$ cat config.mk
export PLATFORM = sky130hd
export DESIGN_NAME = mem_burst_scheduler
export DESIGN_NICKNAME = d
export VERILOG_FILES = /design/src/rtl/mem_burst_scheduler_pkg.sv /design/src/rtl/mem_burst_scheduler_rr_pick.sv /design/src/rtl/mem_burst_scheduler.sv
export SDC_FILE = /design/constraint.sdc
export NUM_CORES = 1
export LEC_CHECK = 0
export ABC_CLOCK_PERIOD_IN_PS = 11900
export BUFFER_PORTS_ARGS = -buffer_cell sky130_fd_sc_hd__buf_2
export CORE_MARGIN = 2
export CORE_UTILIZATION = 30
export DETAILED_ROUTE_END_ITERATION = 12
export REMOVE_ABC_BUFFERS = 1
export SYNTH_ARGS = -nofsm -noshare
export SYNTH_HDL_FRONTEND = slang
export SYNTH_HIERARCHICAL = 1
export SYNTH_SLANG_ARGS = --single-unit
$ cat constraint.sdc
create_clock -name clk -period 11.9 [get_ports clk]
set_clock_uncertainty 0.2 [all_clocks]
set_input_delay 1.19 -clock clk [delete_from_list [all_inputs] [get_ports clk]]
set_output_delay 1.19 -clock clk [all_outputs]
set_load 0.02 [all_outputs]
$ cat src/rtl/mem_burst_scheduler_pkg.sv
// Shared types and defaults for the memory burst scheduler: core count,
// credit depth, the FSM state encoding and the burst request header.
package mem_burst_scheduler_pkg;

   localparam int NUM_OF_CORES    = 4;
   localparam int MAX_OUTSTANDING = 4;
   localparam int LEN_W           = 8;
   localparam int CORE_ID_W       = 4;

   typedef enum logic {
      IDLE  = 1'b0,
      BURST = 1'b1
   } sched_state_e;

   typedef struct packed {
      logic                 vld;
      logic [CORE_ID_W-1:0] core_id;
      logic [LEN_W-1:0]     access_length;
   } request_t;

endpackage

$ cat src/rtl/mem_burst_scheduler_rr_pick.sv
// Combinational rotate-priority picker: the first set request at or above ptr,
// wrapping at NUM_REQ, reported both one-hot and as an index.
module mem_burst_scheduler_rr_pick #(
   parameter int NUM_REQ = 4,
   parameter int IDX_W   = 2
) (
   input  logic [NUM_REQ-1:0] req,
   input  logic [IDX_W-1:0]   ptr,
   output logic [NUM_REQ-1:0] gnt,
   output logic [IDX_W-1:0]   idx,
   output logic               any
);

   always_comb begin
      gnt = '0;
      idx = '0;
      any = 1'b0;
      for (int k = 0; k < NUM_REQ; k++) begin
         if (!any && req[(int'(ptr) + k) % NUM_REQ]) begin
            any = 1'b1;
            gnt[(int'(ptr) + k) % NUM_REQ] = 1'b1;
            idx = IDX_W'((int'(ptr) + k) % NUM_REQ);
         end
      end
   end

endmodule

$ cat src/rtl/mem_burst_scheduler.sv
// Round-robin burst scheduler sharing one memory request port between cores,
// holding each grant for a whole burst and limiting bursts in flight with credits.
module mem_burst_scheduler #(
   parameter int NUM_OF_CORES    = mem_burst_scheduler_pkg::NUM_OF_CORES,
   parameter int LEN_W           = mem_burst_scheduler_pkg::LEN_W,
   parameter int MAX_OUTSTANDING = mem_burst_scheduler_pkg::MAX_OUTSTANDING,
   parameter int CNT_W           = $clog2(MAX_OUTSTANDING + 1)
) (
   input  logic                               clk,
   input  logic                               reset,
   input  logic [NUM_OF_CORES-1:0]            req_vld,
   input  logic [NUM_OF_CORES-1:0][LEN_W-1:0] req_len,
   output logic [NUM_OF_CORES-1:0]            req_rdy,
   output logic [NUM_OF_CORES-1:0]            grant,
   output logic                               mem_vld,
   input  logic                               mem_rdy,
   output logic                               mem_last,
   input  logic                               rsp_vld,
   input  logic [3:0]                         rsp_core_id,
   input  logic                               rsp_last,
   output logic                               busy
);

   import mem_burst_scheduler_pkg::*;

   // rsp_core_id is 4 bits wide, so NUM_OF_CORES must not exceed 16.
   localparam int IDX_W = (NUM_OF_CORES > 1) ? $clog2(NUM_OF_CORES) : 1;

   sched_state_e state_q, state_d;
   logic [NUM_OF_CORES-1:0]            grant_q, grant_d;
   logic [NUM_OF_CORES-1:0]            req_rdy_q, req_rdy_d;
   logic [IDX_W-1:0]                   gidx_q, gidx_d;
   logic [IDX_W-1:0]                   rr_ptr_q, rr_ptr_d;
   logic [LEN_W-1:0]                   beat_cnt_q, beat_cnt_d;
   logic [NUM_OF_CORES-1:0][CNT_W-1:0] credit_q, credit_d;

   logic [NUM_OF_CORES-1:0] eligible;
   logic [NUM_OF_CORES-1:0] pick_oh;
   logic [IDX_W-1:0]        pick_idx;
   logic                    pick_any;
   logic [NUM_OF_CORES-1:0] cred_inc, cred_dec;
   logic                    beat_acc, burst_done;
   request_t                hdr;

   always_comb begin
      for (int i = 0; i < NUM_OF_CORES; i++) begin
         eligible[i] = req_vld[i] && (credit_q[i] < CNT_W'(MAX_OUTSTANDING));
      end
   end

   mem_burst_scheduler_rr_pick #(
      .NUM_REQ (NUM_OF_CORES),
      .IDX_W   (IDX_W)
   ) u_rr_pick (
      .req (eligible),
      .ptr (rr_ptr_q),
      .gnt (pick_oh),
      .idx (pick_idx),
      .any (pick_any)
   );

   always_comb begin
      hdr.vld           = pick_any;
      hdr.core_id       = CORE_ID_W'(pick_idx);
      hdr.access_length = req_len[pick_idx];
   end

   assign mem_vld    = (state_q == BURST);
   assign mem_last   = mem_vld && (beat_cnt_q == '0);
   assign beat_acc   = mem_vld && mem_rdy;
   assign burst_done = beat_acc && mem_last;
   assign grant      = grant_q;
   assign req_rdy    = req_rdy_q;
   assign busy       = (state_q != IDLE);

   always_comb begin
      state_d    = state_q;
      grant_d    = grant_q;
      gidx_d     = gidx_q;
      rr_ptr_d   = rr_ptr_q;
      beat_cnt_d = beat_cnt_q;
      req_rdy_d  = '0;
      case (state_q)
         IDLE: begin
            if (hdr.vld) begin
               state_d    = BURST;
               grant_d    = pick_oh;
               gidx_d     = IDX_W'(hdr.core_id);
               req_rdy_d  = pick_oh;
               // A zero length still moves one beat.
               beat_cnt_d = (hdr.access_length == '0) ? '0 : hdr.access_length - 1'b1;
            end
         end
         BURST: begin
            if (beat_acc) begin
               if (beat_cnt_q == '0) begin
                  state_d  = IDLE;
                  grant_d  = '0;
                  rr_ptr_d = (gidx_q == IDX_W'(NUM_OF_CORES - 1)) ? '0 : gidx_q + 1'b1;
               end else begin
                  beat_cnt_d = beat_cnt_q - 1'b1;
               end
            end
         end
         default: state_d = IDLE;
      endcase
   end

   // Matching increment and decrement on one core cancel; a return to an
   // empty counter is dropped rather than wrapping.
   always_comb begin
      credit_d = credit_q;
      for (int i = 0; i < NUM_OF_CORES; i++) begin
         cred_inc[i] = burst_done && (gidx_q == IDX_W'(i));
         cred_dec[i] = rsp_vld && rsp_last && (rsp_core_id == 4'(i)) && (credit_q[i] != '0);
         if (cred_inc[i] && !cred_dec[i]) begin
            credit_d[i] = credit_q[i] + 1'b1;
         end else if (!cred_inc[i] && cred_dec[i]) begin
            credit_d[i] = credit_q[i] - 1'b1;
         end
      end
   end

   always_ff @(posedge clk or negedge reset) begin
      if (!reset) begin
         state_q    <= IDLE;
         grant_q    <= '0;
         req_rdy_q  <= '0;
         gidx_q     <= '0;
         rr_ptr_q   <= '0;
         beat_cnt_q <= '0;
         credit_q   <= '0;
      end else begin
         state_q    <= state_d;
         grant_q    <= grant_d;
         req_rdy_q  <= req_rdy_d;
         gidx_q     <= gidx_d;
         rr_ptr_q   <= rr_ptr_d;
         beat_cnt_q <= beat_cnt_d;
         credit_q   <= credit_d;
      end
   end

   a_grant_onehot0 : assert property (@(posedge clk) disable iff (!reset)
      $onehot0(grant_q)) else $error("grant not onehot0");

   a_grant_stable : assert property (@(posedge clk) disable iff (!reset)
      (mem_vld && !mem_rdy) |=> $stable(grant_q)) else $error("grant changed under backpressure");

   for (genvar g = 0; g < NUM_OF_CORES; g++) begin : g_credit_chk
      a_credit_max : assert property (@(posedge clk) disable iff (!reset)
         credit_q[g] <= CNT_W'(MAX_OUTSTANDING)) else $error("credit overflow core %0d", g);
      a_credit_underflow : assert property (@(posedge clk) disable iff (!reset)
         (rsp_vld && rsp_last && rsp_core_id == 4'(g)) |-> (credit_q[g] != '0))
         else $error("credit return to empty counter core %0d", g);
   end

endmodule

Word-level counts from Yosys, hierarchy flattened
Index checks and enable logic that the tools add are counted.
W data, S select, Z words.
- register bits: 33
- word-level logic and storage cells: 176
- add/subtract/negate cells: 14
- order comparisons: 13
- equal/unequal tests: 10
- muxes and demuxes: 57
- bitwise logic cells: 7
- reduce and logical (&&, ||, !) cells: 65
- operators by type and width (operator ; count):
    $mux W8 ; 5
    $mux W4 ; 9
    $logic_and A1 B1 Y1 ; 35
    $mux W3 ; 8
    $mux W1 ; 18
    $bmux W8 S2 ; 1
    $logic_not A8 Y1 ; 2
    $pmux W8 S2 ; 1
    $sub A8 B1 Y8 const B ; 2
    $add A3 B1 Y3 const B ; 4
    $lt A3 B3 Y1 const B ; 4
    $lt A3 B4 Y1 const B ; 3
    $or A4 B4 Y4 ; 3
    $reduce_bool A3 Y1 ; 4
    $sub A3 B1 Y3 const B ; 4
    $logic_not A1 Y1 ; 11
    $mux W2 ; 5
    $ge A3 B1 Y1 const B ; 3
    $reduce_and A3 Y1 ; 3
    $bmux W1 S2 ; 4
    $demux W1 S2 ; 4
    $eq A4 B2 Y1 const B ; 2
    $pmux W4 S2 ; 1
    $reduce_bool A2 Y1 ; 4
    16 further kinds ; 26

Longest topological paths before layout
Gate-level depths: netlist of run 1.
- depth after elaboration: 20
- gate-level depth with buffers: 16
- mapped depth without buffers: 13

Cells and area by module
Netlist of run 1, hierarchy kept.
- by module, submodules not included (module ; instances ; cells an instance ; area an instance (um^2) ; seq. area each (um^2)):
    mem_burst_scheduler ; 1 ; 205 ; 2233.4 ; 825.8
    mem_burst_scheduler_rr_pick ; 1 ; 45 ; 419.2 ; 0.0

Worst setup path before layout of run 1
Ideal clock, no wire load.
- path type: in2reg
- start: in req_vld[2]
- end: reg beat_cnt_q[4]
- arrival time: 4296 ps
- data required time: 11574 ps
- slack: 7278 ps
- cell stages on the path: 14
- buffers on the path: 2
- cells stage by stage: nor2b_1 > mux4_2 > buf_6 > and2b_2 > o21ai_0 > o31ai_1 > buf_6 > mux4_1 > inv_1 > ha_1 > or3b_4 > xor2_1 > nor3_1 > a311o_1
- word-level cells in the longest chain between the ends: 19
- elaborated cells on any way between the ends: 35
- RTL lines (element ; RTL line ; source):
    start: declaration ; mem_burst_scheduler.sv:11 ; input logic [NUM_OF_CORES-1:0] req_vld,
    $logic_and A1 B1 Y1 * ; mem_burst_scheduler.sv:47 ; eligible[i] = req_vld[i] && (credit_q[i] < CNT_W'(MAX_OUTSTANDING));
    $bmux W1 S2 ; mem_burst_scheduler_rr_pick.sv:19 ; if (!any && req[(int'(ptr) + k) % NUM_REQ]) begin
    $mux W1 (not written as such) ; mem_burst_scheduler_rr_pick.sv:19 ;
    $mux W1 ; mem_burst_scheduler_rr_pick.sv:19 ;
    $logic_not A1 Y1 ; mem_burst_scheduler_rr_pick.sv:19 ;
    $logic_and A1 B1 Y1 ; mem_burst_scheduler_rr_pick.sv:19 ;
    $mux W1 ; mem_burst_scheduler_rr_pick.sv:19 ;
    $logic_not A1 Y1 ; mem_burst_scheduler_rr_pick.sv:19 ;
    (+4 left out) ; -- ;
    $mux W2 * ; mem_burst_scheduler_rr_pick.sv:19 ;
    named net pick_idx[0] ; mem_burst_scheduler.sv:39 ; logic [IDX_W-1:0] pick_idx;
    $bmux W8 S2 * ; mem_burst_scheduler.sv:65 ; hdr.access_length = req_len[pick_idx];
    $mux W8 (not written as such) * ; mem_burst_scheduler.sv:65 ;
    $sub A8 B1 Y8 / $logic_not A8 Y1 (equally long branches) ; mem_burst_scheduler.sv:91 ; beat_cnt_d = (hdr.access_length == '0) ? '0 : hdr.access_length - 1'b1;
    $mux W8 * ; mem_burst_scheduler.sv:91 ;
    $mux W8 * ; mem_burst_scheduler.sv:85 ; if (hdr.vld) begin
    $pmux W8 S2 * ; mem_burst_scheduler.sv:83 ; case (state_q)
    end signal: assignment ; mem_burst_scheduler.sv:139 ; beat_cnt_q <= beat_cnt_d;
    end: declaration ; mem_burst_scheduler.sv:34 ; logic [LEN_W-1:0] beat_cnt_q, beat_cnt_d;
Mark *: on every way through the listed nets, which the timed path passes. The rest lies on a longest branch. The select of a mux whose other input is x is not followed.
A chain may end at the register's enable or synchronous reset.

Worst setup path after layout of run 1
- start: in req_vld[2]
- end: reg beat_cnt_q[4]
- word-level cells in the longest chain between the ends: 19
- elaborated cells on any way between the ends: 35
- RTL lines (element ; RTL line ; source):
    $logic_and A1 B1 Y1 * ; mem_burst_scheduler.sv:47 ;
    named net eligible[2] ; mem_burst_scheduler.sv:37 ; logic [NUM_OF_CORES-1:0] eligible;
    $bmux W1 S2 ; mem_burst_scheduler_rr_pick.sv:19 ;
    $mux W1 (not written as such) ; mem_burst_scheduler_rr_pick.sv:19 ;
    $mux W1 ; mem_burst_scheduler_rr_pick.sv:19 ;
    $logic_not A1 Y1 ; mem_burst_scheduler_rr_pick.sv:19 ;
    $logic_and A1 B1 Y1 ; mem_burst_scheduler_rr_pick.sv:19 ;
    $mux W1 ; mem_burst_scheduler_rr_pick.sv:19 ;
    (+5 left out) ; -- ;
    $mux W2 * ; mem_burst_scheduler_rr_pick.sv:19 ;
    named net pick_idx[0] ; mem_burst_scheduler.sv:39 ;
    $bmux W8 S2 * ; mem_burst_scheduler.sv:65 ;
    $mux W8 (not written as such) * ; mem_burst_scheduler.sv:65 ;
    $sub A8 B1 Y8 / $logic_not A8 Y1 (equally long branches) ; mem_burst_scheduler.sv:91 ;
    $mux W8 * ; mem_burst_scheduler.sv:91 ;
    $mux W8 * ; mem_burst_scheduler.sv:85 ;
    $pmux W8 S2 * ; mem_burst_scheduler.sv:83 ;
Marks and branches as above.

==> impl_metrics.tcl, run 1 <==
set metrics [dict create \
    required_ns 11.88 \
    switchingPower_uw 97.2 \
    wl_per_cell_um 14.8 \
    dp.final_hpwl_um 4720 \
    portBuffers 55 \
    crit_family "multiplexers" \
    synth_top_cell_area_share 0.311 \
    hold_depth 1 \
    ant_nets 0 \
    hold_path_startpoint "grant[0]" \
    p_leak_nw 1.46 \
    hold_ws_ns 0.279 \
    root_buffer "clkbuf_8" \
    final-max-slew-violation-count 0 \
    synthFlopType "dfrtp_1" \
    fin_crit_ns 4.68 \
    r2r_cells 14 \
    vias 2126 \
    fp.dieW_um 98.0 \
    ys_seq_elements 33 \
    tritoncts.num_buffers 5 \
    cp-start-kind "input pin" \
    vias_per_cell 5.16 \
    die_height_um 98.0 \
    place_congestion 0.799 \
    r2r_end "beat_cnt_q[4]" \
    crit_path_end_kind "flop" \
    diodes 0 \
    synth_edf_count 0 \
    worstReg2RegStart "rr_ptr_q[0]" \
    post-cts-setup-buffers 0 \
    layout_setup_ws_ns 7.22 \
    finalSetupViolCount 0 \
    synth_cells 250 \
    clock_power_share 0.342 \
    drtIter0Drc 101 \
    first_pass_iters 4 \
    io_pins 56 \
    async_flop_share 1.00 \
    critPathBufInv 3 \
    die_area_um2 9610 \
    grt_overflow 0 \
    numClockSinks 33 \
    rows 34 \
    grt_pass1_vias 2142 \
    syn_area_um2 2650 \
    tns_ns 0 \
    grt_max_degree 34 \
    p_sw_frac 0.297 \
    fillCellCount 866 \
    comb_power_share 0.261 \
    max-cap-violations 0 \
    tightest_slew_ns 0.773 \
    core_um2 8640 \
    hold_path_end "grant[0]" \
    path_clk_slew_ns 0.07 \
    crit_path_max_fanout 10 \
    grt_pass1_wl_um 10300 \
    grt.total_usage 0.132 \
    drc 0 \
    final_nets 369 \
    antenna_found_initial 0 \
    p_seq_frac 0.398 \
    drive_above_1_share 0.289 \
    hold_buffers 0 \
    crit_arrival_ns 4.66 \
    ys_warn_count 6 \
    start_util 0.307 \
    grt_setup_unrepaired "no" \
    crit_slowest_cell "mux4_1" \
    power.density_nw_per_um2 105 \
    cts_max_level 2 \
    outcome "finished clean" \
    place_ws_ns 6.93 \
    fmax_mhz 214 \
    synth.largest_area_cell "dfrtp_1" \
    ir_drop_v 0.0000408 \
    cts.path.max_buffers 2 \
    synthDistinctLibCells 54 \
    ctsResizeCount 0 \
    cp_cell_sequence "buf_2 -> nor2b_1 -> mux4_2 -> and2b_2 -> o21ai_0 -> o31ai_1 -> buf_4 -> mux4_1 -> inv_1 -> ha_1 -> or3b_4 -> xor2_1 -> nor3_1 -> a311o_1" \
    critPathKind "input pin to flop" \
    fin_crit_sh 0.393 \
    cts_tree "built" \
    cell_internal_pwr_uw 230 \
    clk_latency_ns 0.29 \
    hp-class "flop to flop" \
    synth.area.top_cells "dfrtp_1 31%, ha_1 8.0%, mux4_1 6.9%" \
    max_stage_delay_ns 0.66 \
    syn_area_per_cell_um2 10.6 \
    ys_seq_area_frac 0.311 \
    max-slew-margin-rel 0.484 \
    r2r_setup_slack_ns 7.35 \
    finalHoldViolations 0 \
    synthToLayoutAreaGrowth_pct 17.5 \
    wl_um 6090 \
]
## sequential cells by signal, summed over array words and instances, names as in the netlist
name / cells
grant: 4
rr_ptr_q: 2
credit_q: 12
gidx_q: 2
busy: 1
beat_cnt_q: 8
req_rdy: 4
## power by group through the flow
stage	Combinational [mW]	Clock (mW)	Sequential (mW)
final	0.0854	0.112	0.130
after global routing	0.0970	0.120	0.132
after CTS	0.0865	0.115	0.130
after detailed placement	0.0861	0	0.132
after global placement	0.0834	0	0.132
after floorplan	0.0631	0	0.130
## layout by cell type, fill, tap and decap left out, types with 8 or more instances in the layout
| cell type | count |
|---|---|
| buf_2 | 55 |
| mux2_2 | 8 |
| nor2_1 | 18 |
| o21ai_0 | 10 |
| xor2_1 | 9 |
| nor3_1 | 8 |
| a22oi_1 | 8 |
| and2_1 | 11 |
| inv_1 | 19 |
| dfrtp_1 | 33 |
| ha_1 | 17 |
| nand2_1 | 13 |
## cell type report
| class | count | area [um^2] | area share |
|---|---|---|---|
| clock buffer | 7 | 86.3 | 0.0277 |
| clock inverter | 1 | 30.0 | 0.00964 |
| inverter | 19 | 71.3 | 0.0229 |
| multi-input combinational | 188 | 1680 | 0.541 |
| sequential | 33 | 826 | 0.265 |
| tap | 108 | 135 | 0.0434 |
| timing repair buffer | 56 | 283 | 0.0908 |
## metal layers
| metal | wire, um | up-vias | share of wire | GRT usage |
|---|---|---|---|---|
| li1 | - | 1013 | - | - |
| met1 | 2660 | 1064 | 0.44 | 0.158 |
| met2 | 3090 | 36 | 0.51 | 0.227 |
| met3 | 210 | 13 | 0.034 | 0.0336 |
| met4 | 127 | 0 | 0.021 | 0.0502 |
| met5 | 0 | - | 0 | 0 |
## cells in the mapped netlist, types with 2 or more instances
cell type / count
a21oi_1: 5
o311ai_0: 3
a211oi_1: 2
buf_6: 4
o21ai_0: 10
mux4_2: 5
xnor2_1: 7
clkbuf_1: 5
nand2b_1: 6
xor2_1: 9
o211ai_1: 2
mux2_2: 8
fa_1: 4
a21o_1: 4
mux2i_1: 3
nor3_1: 8
nor4_2: 2
ha_1: 17
nor2_1: 18
nand2_1: 13
dfrtp_1: 33
nor4_1: 3
or3_1: 2
mux4_1: 7
and2_1: 11
inv_1: 19
a22oi_1: 8
nand3_1: 2
nor2b_1: 5
## kinds of logic (layout without fill, tap and decap cells)
group / Yosys count / after routing / share of synthesized area
AND/OR/NAND/NOR: 81 / 81 / 0.180
AO/OA/AOI/OAI: 47 / 47 / 0.134
flip-flops: 33 / 33 / 0.311
buffers and inverters: 29 / 83 / 0.0538
multiplexers: 23 / 23 / 0.157
adder cells (fa/ha/maj): 21 / 21 / 0.110
XOR/XNOR: 16 / 16 / 0.0528
## stage by stage
step | instance area [um^2] | power (mW) | util | cells
6_report | 3120 | 0.328 | 0.361 | 412
5_1_grt | 3120 | 0.349 | 0.361 | 412
4_1_cts | 3120 | 0.332 | 0.361 | 412
3_5_place_dp | 3000 | 0.218 | 0.347 | 404
3_3_place_gp | 3000 | 0.215 | 0.347 | 404
2_1_floorplan | 2580 | 0.193 | - | 240
## how the worst max path moves through the flow
stage | start | to | cells after the start
4_1_cts | req_vld[2] | beat_cnt_q[4] | 14
6_report | req_vld[2] | beat_cnt_q[4] | 14
3_5_place_dp | req_vld[2] | beat_cnt_q[4] | 14
3_3_place_gp | req_vld[2] | beat_cnt_q[4] | 14
2_1_floorplan | req_vld[0] | beat_cnt_q[4] | 12
5_1_grt | rr_ptr_q[0] | beat_cnt_q[4] | 14
No activity file was read; power rests on OpenSTA's default activity.
==> run 2, diff against run 1 <==
--- a/config.mk
+++ b/config.mk
@@ -5,7 +5,7 @@
 export SDC_FILE = /design/constraint.sdc
 export NUM_CORES = 1
 export LEC_CHECK = 0
-export ABC_CLOCK_PERIOD_IN_PS = 11900
+export ABC_CLOCK_PERIOD_IN_PS = 4400
 export BUFFER_PORTS_ARGS = -buffer_cell sky130_fd_sc_hd__buf_2
 export CORE_MARGIN = 2
 export CORE_UTILIZATION = 30
==> constraint.sdc (replaced) <==
create_clock -name clk -period 4.4 [get_ports clk]
set_clock_uncertainty 0.2 [all_clocks]
set_input_delay 0.44 -clock clk [delete_from_list [all_inputs] [get_ports clk]]
set_output_delay 0.44 -clock clk [all_outputs]
set_load 0.02 [all_outputs]
==> impl_metrics.tcl, run 2 (synthesis results as in run 1) <==
set metrics [dict create \
    outcome "finished clean" \
    antenna_found_initial 0 \
    final_cell_mix "55 x buf_2, 33 x dfrtp_1, 19 x inv_1, 18 x nor2_1, 17 x ha_1" \
    layout_setup_ws_ns 0.250 \
    root_buffer "clkbuf_8" \
    drtIter0Drc 87 \
    critPathKind "flop to flop" \
    largest_register "credit_q" \
    grt_setup_unrepaired "no" \
    drive_above_1_share 0.310 \
    max_stage_delay_ns 0.66 \
    ant_nets 0 \
    p_leak_nw 1.48 \
    cts_max_level 2 \
    portBuffers 55 \
    layoutNonFillerInstCount 418 \
    fin_crit_ns 4.15 \
    start_util 0.307 \
    grt_pass1_vias 2076 \
    multiInputGateArea_um2 1680 \
    grt_pass1_wl_um 10100 \
    io_pins 56 \
    finalSetupViolCount 0 \
    clk_latency_ns 0.29 \
    wl_um 6000 \
    place_ws_ns 0.166 \
    ir_drop_v 0.000107 \
    cts_tree "built" \
    hold_ws_ns 0.0303 \
    required_ns 4.38 \
    vias 2102 \
    crit_path_max_fanout 10 \
    crit_path_end_kind "flop" \
    grt_overflow 0 \
    power.density_nw_per_um2 260 \
    tightest_slew_ns 0.770 \
    diodes 0 \
    post-cts-setup-buffers 0 \
    grt_max_degree 34 \
    final-max-slew-violation-count 0 \
    fmax_mhz 241 \
    final_nets 375 \
    cp-start-kind "flop" \
    crit_slowest_cell "mux4_1" \
    dp_cells 410 \
    fillCellCount 860 \
    regArea_um2 826 \
    fp.dieW_um 98.0 \
    die_area_um2 9610 \
    rows 34 \
    tns_ns 0 \
    crit_arrival_ns 4.13 \
    cts.path.max_buffers 2 \
    largest_reg_flops 12 \
    drc 0 \
    mostFrequentLayoutCell "buf_2" \
    synthToLayoutAreaGrowth_pct 17.8 \
    path_clk_slew_ns 0.08 \
    fin_crit_sh 0.943 \
    grt.total_usage 0.129 \
    wl_per_cell_um 14.4 \
    max-cap-violations 0 \
    core_um2 8640 \
    max-slew-margin-rel 0.487 \
    place_congestion 0.870 \
    reg_top3 "credit_q x12, beat_cnt_q x8" \
    vias_per_cell 5.03 \
    dp.final_hpwl_um 4730 \
    post-route-util 0.362 \
    die_height_um 98.0 \
    hp-class "input pin to async pin" \
    finalHoldViolations 0 \
    first_pass_iters 4 \
    cp_cell_sequence "inv_1 -> ha_1 -> mux4_2 -> and2b_2 -> o21ai_0 -> o31ai_1 -> mux4_1 -> inv_1 -> ha_1 -> or3b_4 -> xor2_1 -> nor3_1 -> a311o_1" \
    tritoncts.num_buffers 5 \
    numClockSinks 33 \
]
## run 2: worst max-delay path: cells and delay by family (launching register included)
| kind | cells | cell delay (ns) |
|---|---|---|
| adder cells (fa/ha/maj) | 2 | 0.56 |
| flip-flops | 1 | 0.46 |
| multiplexers | 2 | 1.12 |
| AND/OR/NAND/NOR | 3 | 0.77 |
| AO/OA/AOI/OAI | 3 | 0.59 |
| XOR/XNOR | 1 | 0.13 |
| buffers and inverters | 2 | 0.20 |
## run 2: metrics by stage
stage,power (mW),instance area [um^2]
finish,0.814,3120
floorplan,0.523,2580
global placement,0.587,3040
detailed placement,0.594,3040
CTS,0.823,3130
global route,0.866,3120
## run 2: layout make-up
class	count	share of cell area
Clock inverter	2	0.00320
Sequential cell	33	0.264
Timing Repair Buffer	62	0.105
Multi-Input combinational cell	188	0.538
Inverter	19	0.0228
Tap cell	108	0.0433
Clock buffer	6	0.0232
## run 2: power by group
group | switching, mW | leakage, nW | internal, mW
Combinational | 0.120 | 1.01 | 0.115
Clock | 0.116 | 0.0450 | 0.110
Sequential | 0.0264 | 0.421 | 0.326
Total | 0.263 | 1.48 | 0.551
## run 2: worst paths after layout
kind	depth (start not counted)	start	to	slack, ns
max	13	rr_ptr_q[1]	beat_cnt_q[4]	0.25
min in group clk	1	grant[0]	grant[0]	0.28
max reg2reg	13	rr_ptr_q[1]	beat_cnt_q[4]	0.25
min	1	reset	beat_cnt_q[7]	0.03
min reg2reg	1	grant[0]	grant[0]	0.28
max in group asynchronous	1	reset	busy	3.48
## run 2: per-layer routing
layer  share of wire  global-route usage
met1            0.45               0.165
met2            0.49               0.211
met3           0.039              0.0351
met4           0.015              0.0449
met5               0                   0
## run 2: repair_timing
item / in CTS / in global routing
resized for setup: 0 / 2
hold buffers: 0 / 0
endpoints found under the setup margin: 0 / 2
